--- src/rtl/mips32_mem_arbiter_if.sv ---
// Bus bundle between the three memory requesters (fetch, data, loader), the
// arbiter and the single-ported program/data memory.
//
// Signal groups:
//   halted                          core halted; only the loader is served
//   if_*  req/addr -> gnt/rvalid    instruction fetch (read only)
//   d_*   req/we/addr/wdata -> gnt/rvalid   MEM-stage load/store port
//   ld_*  req/we/addr/wdata -> gnt/rvalid   program loader port
//   rdata                           shared read-return data
//   mem_* en/we/addr/wdata -> rdata memory array port
//   stall_cnt                       saturating count of denied fetch cycles
//
// Handshake: a requester raises *_req with its address/data and must hold all
// of them unchanged until the cycle in which *_gnt is 1; that cycle is the
// transfer. A granted read returns exactly one *_rvalid pulse, with data on
// rdata, in the following cycle. A granted write has no rvalid; the gnt pulse
// is its acknowledgement.
//
// Modports: slave = arbiter side, master = requesters/memory side.
interface mips32_mem_arbiter_if #(
  parameter int AW = 10,
  parameter int DW = 32,
  parameter int CW = 16
);
  logic          halted;

  logic          if_req;
  logic [AW-1:0] if_addr;
  logic          if_gnt;
  logic          if_rvalid;

  logic          d_req;
  logic          d_we;
  logic [AW-1:0] d_addr;
  logic [DW-1:0] d_wdata;
  logic          d_gnt;
  logic          d_rvalid;

  logic          ld_req;
  logic          ld_we;
  logic [AW-1:0] ld_addr;
  logic [DW-1:0] ld_wdata;
  logic          ld_gnt;
  logic          ld_rvalid;

  logic [DW-1:0] rdata;

  logic          mem_en;
  logic          mem_we;
  logic [AW-1:0] mem_addr;
  logic [DW-1:0] mem_wdata;
  logic [DW-1:0] mem_rdata;

  logic [CW-1:0] stall_cnt;

  modport slave (
    input  halted,
    input  if_req, if_addr,
    output if_gnt, if_rvalid,
    input  d_req, d_we, d_addr, d_wdata,
    output d_gnt, d_rvalid,
    input  ld_req, ld_we, ld_addr, ld_wdata,
    output ld_gnt, ld_rvalid,
    output rdata,
    output mem_en, mem_we, mem_addr, mem_wdata,
    input  mem_rdata,
    output stall_cnt
  );

  modport master (
    output halted,
    output if_req, if_addr,
    input  if_gnt, if_rvalid,
    output d_req, d_we, d_addr, d_wdata,
    input  d_gnt, d_rvalid,
    output ld_req, ld_we, ld_addr, ld_wdata,
    input  ld_gnt, ld_rvalid,
    input  rdata,
    input  mem_en, mem_we, mem_addr, mem_wdata,
    output mem_rdata,
    input  stall_cnt
  );
endinterface

--- src/rtl/mips32_mem_arbiter.sv ---
// Arbiter for the single-ported 1024 x 32 unified program/data memory.
// Fixed priority (loader while halted; otherwise data over fetch) with a
// fetch anti-starvation counter, a registered read-return path and a
// saturating fetch-stall statistics counter.
//
// Ports:
//   clk1       single clock, all state updates on posedge
//   reset      synchronous, active-high
//   bus        mips32_mem_arbiter_if.slave (requesters + memory port)
//   owner_dbg  current read-return owner (0 none, 1 fetch, 2 data, 3 loader)
//
// The interface instance must be parameterised with the same AW/DW/CW.
module mips32_mem_arbiter #(
  parameter int AW         = 10,
  parameter int DW         = 32,
  parameter int STARVE_MAX = 4,
  parameter int CW         = 16
) (
  input  logic                       clk1,
  input  logic                       reset,
  mips32_mem_arbiter_if.slave        bus,
  output logic [1:0]                 owner_dbg
);

  localparam int SW = $clog2(STARVE_MAX + 1);
  localparam logic [SW-1:0] STARVE_LIM = SW'(STARVE_MAX);

  // Who receives the read data arriving from memory this cycle.
  typedef enum logic [1:0] {
    OWN_NONE = 2'd0,
    OWN_IF   = 2'd1,
    OWN_D    = 2'd2,
    OWN_LD   = 2'd3
  } owner_t;

  owner_t        owner_q, owner_d;
  logic [SW-1:0] starve_q;
  logic [CW-1:0] stall_q;

  logic          if_gnt_c, d_gnt_c, ld_gnt_c;
  logic          mem_en_c, mem_we_c;
  logic [AW-1:0] mem_addr_c;
  logic [DW-1:0] mem_wdata_c;

  // Grant selection. Reset forces all grants low so nothing reaches memory.
  always_comb begin
    if_gnt_c = 1'b0;
    d_gnt_c  = 1'b0;
    ld_gnt_c = 1'b0;
    if (!reset) begin
      if (bus.halted) begin
        ld_gnt_c = bus.ld_req;
      end else if (bus.if_req && (starve_q == STARVE_LIM)) begin
        // Fetch has lost to data too many times in a row.
        if_gnt_c = 1'b1;
      end else if (bus.d_req) begin
        d_gnt_c = 1'b1;
      end else if (bus.if_req) begin
        if_gnt_c = 1'b1;
      end
    end
  end

  // Memory port mux; fetch is always a read.
  always_comb begin
    mem_en_c    = if_gnt_c | d_gnt_c | ld_gnt_c;
    mem_we_c    = 1'b0;
    mem_addr_c  = '0;
    mem_wdata_c = '0;
    if (ld_gnt_c) begin
      mem_we_c    = bus.ld_we;
      mem_addr_c  = bus.ld_addr;
      mem_wdata_c = bus.ld_wdata;
    end else if (d_gnt_c) begin
      mem_we_c    = bus.d_we;
      mem_addr_c  = bus.d_addr;
      mem_wdata_c = bus.d_wdata;
    end else if (if_gnt_c) begin
      mem_addr_c  = bus.if_addr;
    end
  end

  // Read-return owner: next value is the port whose read is granted now.
  always_comb begin
    owner_d = OWN_NONE;
    if (ld_gnt_c && !bus.ld_we) begin
      owner_d = OWN_LD;
    end else if (d_gnt_c && !bus.d_we) begin
      owner_d = OWN_D;
    end else if (if_gnt_c) begin
      owner_d = OWN_IF;
    end
  end

  always_ff @(posedge clk1) begin
    if (reset) begin
      owner_q  <= OWN_NONE;
      starve_q <= '0;
      stall_q  <= '0;
    end else begin
      owner_q <= owner_d;

      // While halted neither fetch nor data can win, so the count is frozen.
      if (!bus.halted) begin
        if (if_gnt_c || !bus.if_req) begin
          starve_q <= '0;
        end else if (d_gnt_c && (starve_q != STARVE_LIM)) begin
          starve_q <= starve_q + SW'(1);
        end
      end

      if (bus.if_req && !if_gnt_c && (stall_q != '1)) begin
        stall_q <= stall_q + CW'(1);
      end
    end
  end

  assign bus.if_gnt    = if_gnt_c;
  assign bus.d_gnt     = d_gnt_c;
  assign bus.ld_gnt    = ld_gnt_c;

  assign bus.mem_en    = mem_en_c;
  assign bus.mem_we    = mem_we_c;
  assign bus.mem_addr  = mem_addr_c;
  assign bus.mem_wdata = mem_wdata_c;

  // Gating with reset drops a return that was in flight when reset arrived.
  assign bus.if_rvalid = !reset && (owner_q == OWN_IF);
  assign bus.d_rvalid  = !reset && (owner_q == OWN_D);
  assign bus.ld_rvalid = !reset && (owner_q == OWN_LD);
  assign bus.rdata     = (!reset && (owner_q != OWN_NONE)) ? bus.mem_rdata : '0;

  assign bus.stall_cnt = stall_q;
  assign owner_dbg     = owner_q;

endmodule
--- src/flat_wrapper.sv ---
// flat-port wrapper written by rule: the top's interface ports become plain ports
module mips32_mem_arbiter_flat 
#(
  parameter int AW         = 10,
  parameter int DW         = 32,
  parameter int STARVE_MAX = 4,
  parameter int CW         = 16
)
  (clk1, reset, owner_dbg, bus_halted, bus_if_req, bus_if_addr, bus_if_gnt, bus_if_rvalid, bus_d_req, bus_d_we, bus_d_addr, bus_d_wdata, bus_d_gnt, bus_d_rvalid, bus_ld_req, bus_ld_we, bus_ld_addr, bus_ld_wdata, bus_ld_gnt, bus_ld_rvalid, bus_rdata, bus_mem_en, bus_mem_we, bus_mem_addr, bus_mem_wdata, bus_mem_rdata, bus_stall_cnt);
  mips32_mem_arbiter_if #(.AW(AW), .DW(DW), .CW(CW)) bus_i ();
  input  logic clk1;
  input  logic reset;
  output logic [1:0] owner_dbg;
  input wire logic [$bits(bus_i.halted)-1:0] bus_halted;
  input wire logic [$bits(bus_i.if_req)-1:0] bus_if_req;
  input wire logic [$bits(bus_i.if_addr)-1:0] bus_if_addr;
  output wire logic [$bits(bus_i.if_gnt)-1:0] bus_if_gnt;
  output wire logic [$bits(bus_i.if_rvalid)-1:0] bus_if_rvalid;
  input wire logic [$bits(bus_i.d_req)-1:0] bus_d_req;
  input wire logic [$bits(bus_i.d_we)-1:0] bus_d_we;
  input wire logic [$bits(bus_i.d_addr)-1:0] bus_d_addr;
  input wire logic [$bits(bus_i.d_wdata)-1:0] bus_d_wdata;
  output wire logic [$bits(bus_i.d_gnt)-1:0] bus_d_gnt;
  output wire logic [$bits(bus_i.d_rvalid)-1:0] bus_d_rvalid;
  input wire logic [$bits(bus_i.ld_req)-1:0] bus_ld_req;
  input wire logic [$bits(bus_i.ld_we)-1:0] bus_ld_we;
  input wire logic [$bits(bus_i.ld_addr)-1:0] bus_ld_addr;
  input wire logic [$bits(bus_i.ld_wdata)-1:0] bus_ld_wdata;
  output wire logic [$bits(bus_i.ld_gnt)-1:0] bus_ld_gnt;
  output wire logic [$bits(bus_i.ld_rvalid)-1:0] bus_ld_rvalid;
  output wire logic [$bits(bus_i.rdata)-1:0] bus_rdata;
  output wire logic [$bits(bus_i.mem_en)-1:0] bus_mem_en;
  output wire logic [$bits(bus_i.mem_we)-1:0] bus_mem_we;
  output wire logic [$bits(bus_i.mem_addr)-1:0] bus_mem_addr;
  output wire logic [$bits(bus_i.mem_wdata)-1:0] bus_mem_wdata;
  input wire logic [$bits(bus_i.mem_rdata)-1:0] bus_mem_rdata;
  output wire logic [$bits(bus_i.stall_cnt)-1:0] bus_stall_cnt;
  assign bus_i.halted = bus_halted;
  assign bus_i.if_req = bus_if_req;
  assign bus_i.if_addr = bus_if_addr;
  assign bus_if_gnt = bus_i.if_gnt;
  assign bus_if_rvalid = bus_i.if_rvalid;
  assign bus_i.d_req = bus_d_req;
  assign bus_i.d_we = bus_d_we;
  assign bus_i.d_addr = bus_d_addr;
  assign bus_i.d_wdata = bus_d_wdata;
  assign bus_d_gnt = bus_i.d_gnt;
  assign bus_d_rvalid = bus_i.d_rvalid;
  assign bus_i.ld_req = bus_ld_req;
  assign bus_i.ld_we = bus_ld_we;
  assign bus_i.ld_addr = bus_ld_addr;
  assign bus_i.ld_wdata = bus_ld_wdata;
  assign bus_ld_gnt = bus_i.ld_gnt;
  assign bus_ld_rvalid = bus_i.ld_rvalid;
  assign bus_rdata = bus_i.rdata;
  assign bus_mem_en = bus_i.mem_en;
  assign bus_mem_we = bus_i.mem_we;
  assign bus_mem_addr = bus_i.mem_addr;
  assign bus_mem_wdata = bus_i.mem_wdata;
  assign bus_i.mem_rdata = bus_mem_rdata;
  assign bus_stall_cnt = bus_i.stall_cnt;
  mips32_mem_arbiter #(.AW(AW), .DW(DW), .STARVE_MAX(STARVE_MAX), .CW(CW)) u_core (.clk1(clk1), .reset(reset), .bus(bus_i), .owner_dbg(owner_dbg));
endmodule
--- config.mk ---
export PLATFORM = sky130hd
export DESIGN_NAME = mips32_mem_arbiter_flat
export DESIGN_NICKNAME = d
export VERILOG_FILES = /design/src/rtl/mips32_mem_arbiter_if.sv /design/src/rtl/mips32_mem_arbiter.sv /design/src/flat_wrapper.sv
export SDC_FILE = /design/constraint.sdc
export NUM_CORES = 1
export LEC_CHECK = 0
export ABC_AREA = 1
export BUFFER_PORTS_ARGS = -buffer_cell sky130_fd_sc_hd__buf_2
export CORE_AREA = 2 2 91 93
export CTS_CLUSTER_SIZE = 25
export DETAILED_ROUTE_END_ITERATION = 8
export DIE_AREA = 0 0 93 95
export PLACE_DENSITY = 0.71
export SLEW_MARGIN = 10
export SYNTH_ARGS = -nofsm -noshare
export SYNTH_HDL_FRONTEND = slang
export SYNTH_SLANG_ARGS = --single-unit
export TNS_END_PERCENT = 5
--- constraint.sdc ---
create_clock -name clk1 -period 1.8 [get_ports clk1]
set_input_delay 0.09 -clock clk1 [delete_from_list [all_inputs] [get_ports clk1]]
set_output_delay 0.09 -clock clk1 [all_outputs]
set_load 0.01 [all_outputs]
==> impl_metrics.env <==
export IMPL_required_ns=1.71
export IMPL_synth_top_cell_area_share_pct=20.46
export IMPL_ir_worst_vdd_uv=177.2
export IMPL_period_share_pct=98.07
export IMPL_synth_top_area_cell="dfxtp_1"
export IMPL_die_area_mm2=0.008835
export IMPL_cp_max_fo=8
export IMPL_syn_avg_cell_area_um2=5.955
export IMPL_dieHeight_um=95
export IMPL_insertion_delay_ns=0.27
export IMPL_core_mm2=0.007928
export IMPL_clock_sinks=21
export IMPL_slew_headroom_pct=54.07
export IMPL_dr_pass1_iters=4
export IMPL_io_buffer_count=233
export IMPL_synth_area_mm2=0.002054
export IMPL_nNetsFinal=719
export IMPL_p_leak_nw=2.140
export IMPL_worst_pin_slew_ns=0.6880
export IMPL_drt_iter0_drc=98
export IMPL_min_path_type="input port to flop"
export IMPL_antenna_found_initial=0
export IMPL_grt_pass1_wl_mm=11.80
export IMPL_timing_hold_ws_ns=0.05948
export IMPL_vias_per_cell=4.439
export IMPL_fmaxAchievable_ghz=0.5665
export IMPL_clockBufferDepth=2
export IMPL_synth_seq_area_share_pct=20.46
export IMPL_grt_overflow=0
export IMPL_start_util_pct=25.92
export IMPL_fin_crit_ns=1.765
export IMPL_finalSetupViolations=0
export IMPL_cts_tree="built"
export IMPL_cts_buffers=3
export IMPL_cts_max_level=1
export IMPL_grt_max_degree=45
export IMPL_drive_above_1_share_pct=48.36
export IMPL_path_clk_slew_ns=0.08
export IMPL_synth_area_leaders="dfxtp_1 (20%), nand2_1 (17%), a22o_1 (14%)"
export IMPL_place_hpwl_mm=6.790
export IMPL_slew_violations=0
export IMPL_status="completed"
export IMPL_clock_skew_ns=0.002057
export IMPL_wl_per_cell_um=12.54
export IMPL_synth_seq_cells=21
export IMPL_synthToLayoutAreaGrowth_pct=72.78
export IMPL_rows=33
export IMPL_gp_congestion=0.8608
export IMPL_dieWidth_um=93
export IMPL_grt_usage_pct=16.28
export IMPL_final_hold_viol_count=0
export IMPL_arrival_ns=1.68
export IMPL_cp_end_kind="output pin"
export IMPL_dpl_cell_area_mm2=0.003344
export IMPL_start_kind="flop"
export IMPL_vias=3045
export IMPL_ys_warn_count=0
export IMPL_root_buffer="clkbuf_8"
export IMPL_crit_type="flop to output pin"
export IMPL_diodes=0
export IMPL_cts_hold_buffers=0
export IMPL_p_per_area_mw_per_mm2=373.0
export IMPL_io_pins=234
export IMPL_grt_pass1_vias=2542
export IMPL_syn_num_nets=482
export IMPL_synth_top_flop_cell="dfxtp_1"
export IMPL_synth_distinct_cells=26
export IMPL_drv_cap=0
export IMPL_synth_cells=345
export IMPL_wl_mm=8.604
export IMPL_synth_edf_count=0
export IMPL_final_area_mm2=0.003550
export IMPL_drc=0
export IMPL_rsz0062_at_grt="true"
export IMPL_async_reset_ff_share_pct=0
export IMPL_finalPower_mw=1.324
export IMPL_ant_nets=0
==> synth_stat cells, types with 2 or more instances <==
library cell / number
nor3_1: 4
dfxtp_1: 21
clkbuf_1: 4
xor2_1: 5
nand3_2: 5
a21oi_1: 15
nand4_1: 3
o21ai_0: 3
ha_1: 3
nor2_2: 4
nand3_1: 19
nand2_4: 2
xnor2_1: 3
nor2_1: 53
nor2_4: 4
buf_2: 5
inv_2: 4
inv_1: 54
a22o_1: 32
buf_4: 6
nand2_1: 91
==> where the power goes <==
| group | switching (mW) | total [mW] | internal [mW] |
|---|---|---|---|
| clock | 0.166 | 0.324 | 0.158 |
| combinational | 0.259 | 0.517 | 0.258 |
| sequential | 0.00939 | 0.483 | 0.473 |
| total | 0.434 | 1.32 | 0.890 |
==> layer usage <==
layer | vias up | track usage (%) | wire length [um]
met5 | - | 0 | 0
met4 | 0 | 3.309 | 86
met3 | 7 | 2.793 | 619
met2 | 148 | 29.11 | 4352
met1 | 1329 | 20.61 | 3545
li1 | 1561 | - | -
==> cells by family (layout without fill, tap and decap cells) <==
logic type,count (synthesis),after routing,synth area share (%)
adder cells (fa/ha/maj),3,3,1.827
flip-flops,21,21,20.46
AND/OR/NAND/NOR,186,186,40.07
XOR/XNOR,8,8,3.411
buffers and inverters,74,310,15.29
AO/OA/AOI/OAI,53,53,18.94
==> flip-flops by register name, summed over array words and instances (netlist names) <==
signal,count
u_core.bus.stall_cnt,16
u_core.starve_q,3
u_core.owner_dbg,2
==> what timing repair did <==
| action | in CTS | in global routing |
|---|---|---|
| setup buffers | 0 | 2 |
| resized for setup | 0 | 19 |
| endpoints found under the hold margin | 0 | 0 |
| setup endpoints to repair | 0 | 45 |
==> worst paths after layout <==
kind | from | endpoint | slack (ns) | cells after the start
max | u_core.starve_q[0] | bus_mem_wdata[12] | 0.03 | 9
max reg2reg | u_core.starve_q[0] | u_core.bus.stall_cnt[10] | 0.22 | 12
min | bus_d_we | u_core.owner_dbg[1] | 0.06 | 2
min reg2reg | u_core.starve_q[1] | u_core.starve_q[1] | 0.49 | 2
==> worst max-delay path, cell delays in order, from the launching register on <==
cell and delay (ns):
dfxtp_2 0.34, inv_4 0.06, ha_4 0.14, nand2_4 0.06
nor2_4 0.13, nor2_4 0.05, buf_12 0.14, clkbuf_16 0.16
a22o_1 0.19, buf_2 0.15
==> stage by stage <==
step                      TNS (ns)  std cells  setup WS [ns]  utilization (%)
after floorplan                  0        345         0.2879                -
after detailed placement         0        675         0.2297            42.19
after global placement           0        675         0.3141            42.19
after CTS                        0        679       0.008704            42.76
final                            0        686        0.03473            44.78
after global routing       -0.1958        686       -0.01763            44.78
==> final cells by class <==
type	count	area, um2
Fill cell	840	4378
Multi-Input combinational cell	250	1361
Timing Repair Buffer	247	1358
Sequential cell	21	422.9
Inverter	58	224.0
Tap cell	105	131.4
Clock buffer	4	45.04
Timing Repair inverter	1	7.507
==> cell usage in the layout, fill, tap and decap left out, types with 5 or more instances in the layout <==
cell type  Yosys  layout
a21oi_1       15      15
a22o_1        32      32
buf_2          5     232
buf_4          6       7
dfxtp_1       21      19
inv_1         54      51
inv_2          4       5
nand2_1       91      89
nand3_1       19      19
nor2_1        53      52
nor2_4         4       5
xor2_1         5       5
Power figures use the tool's default switching activity.
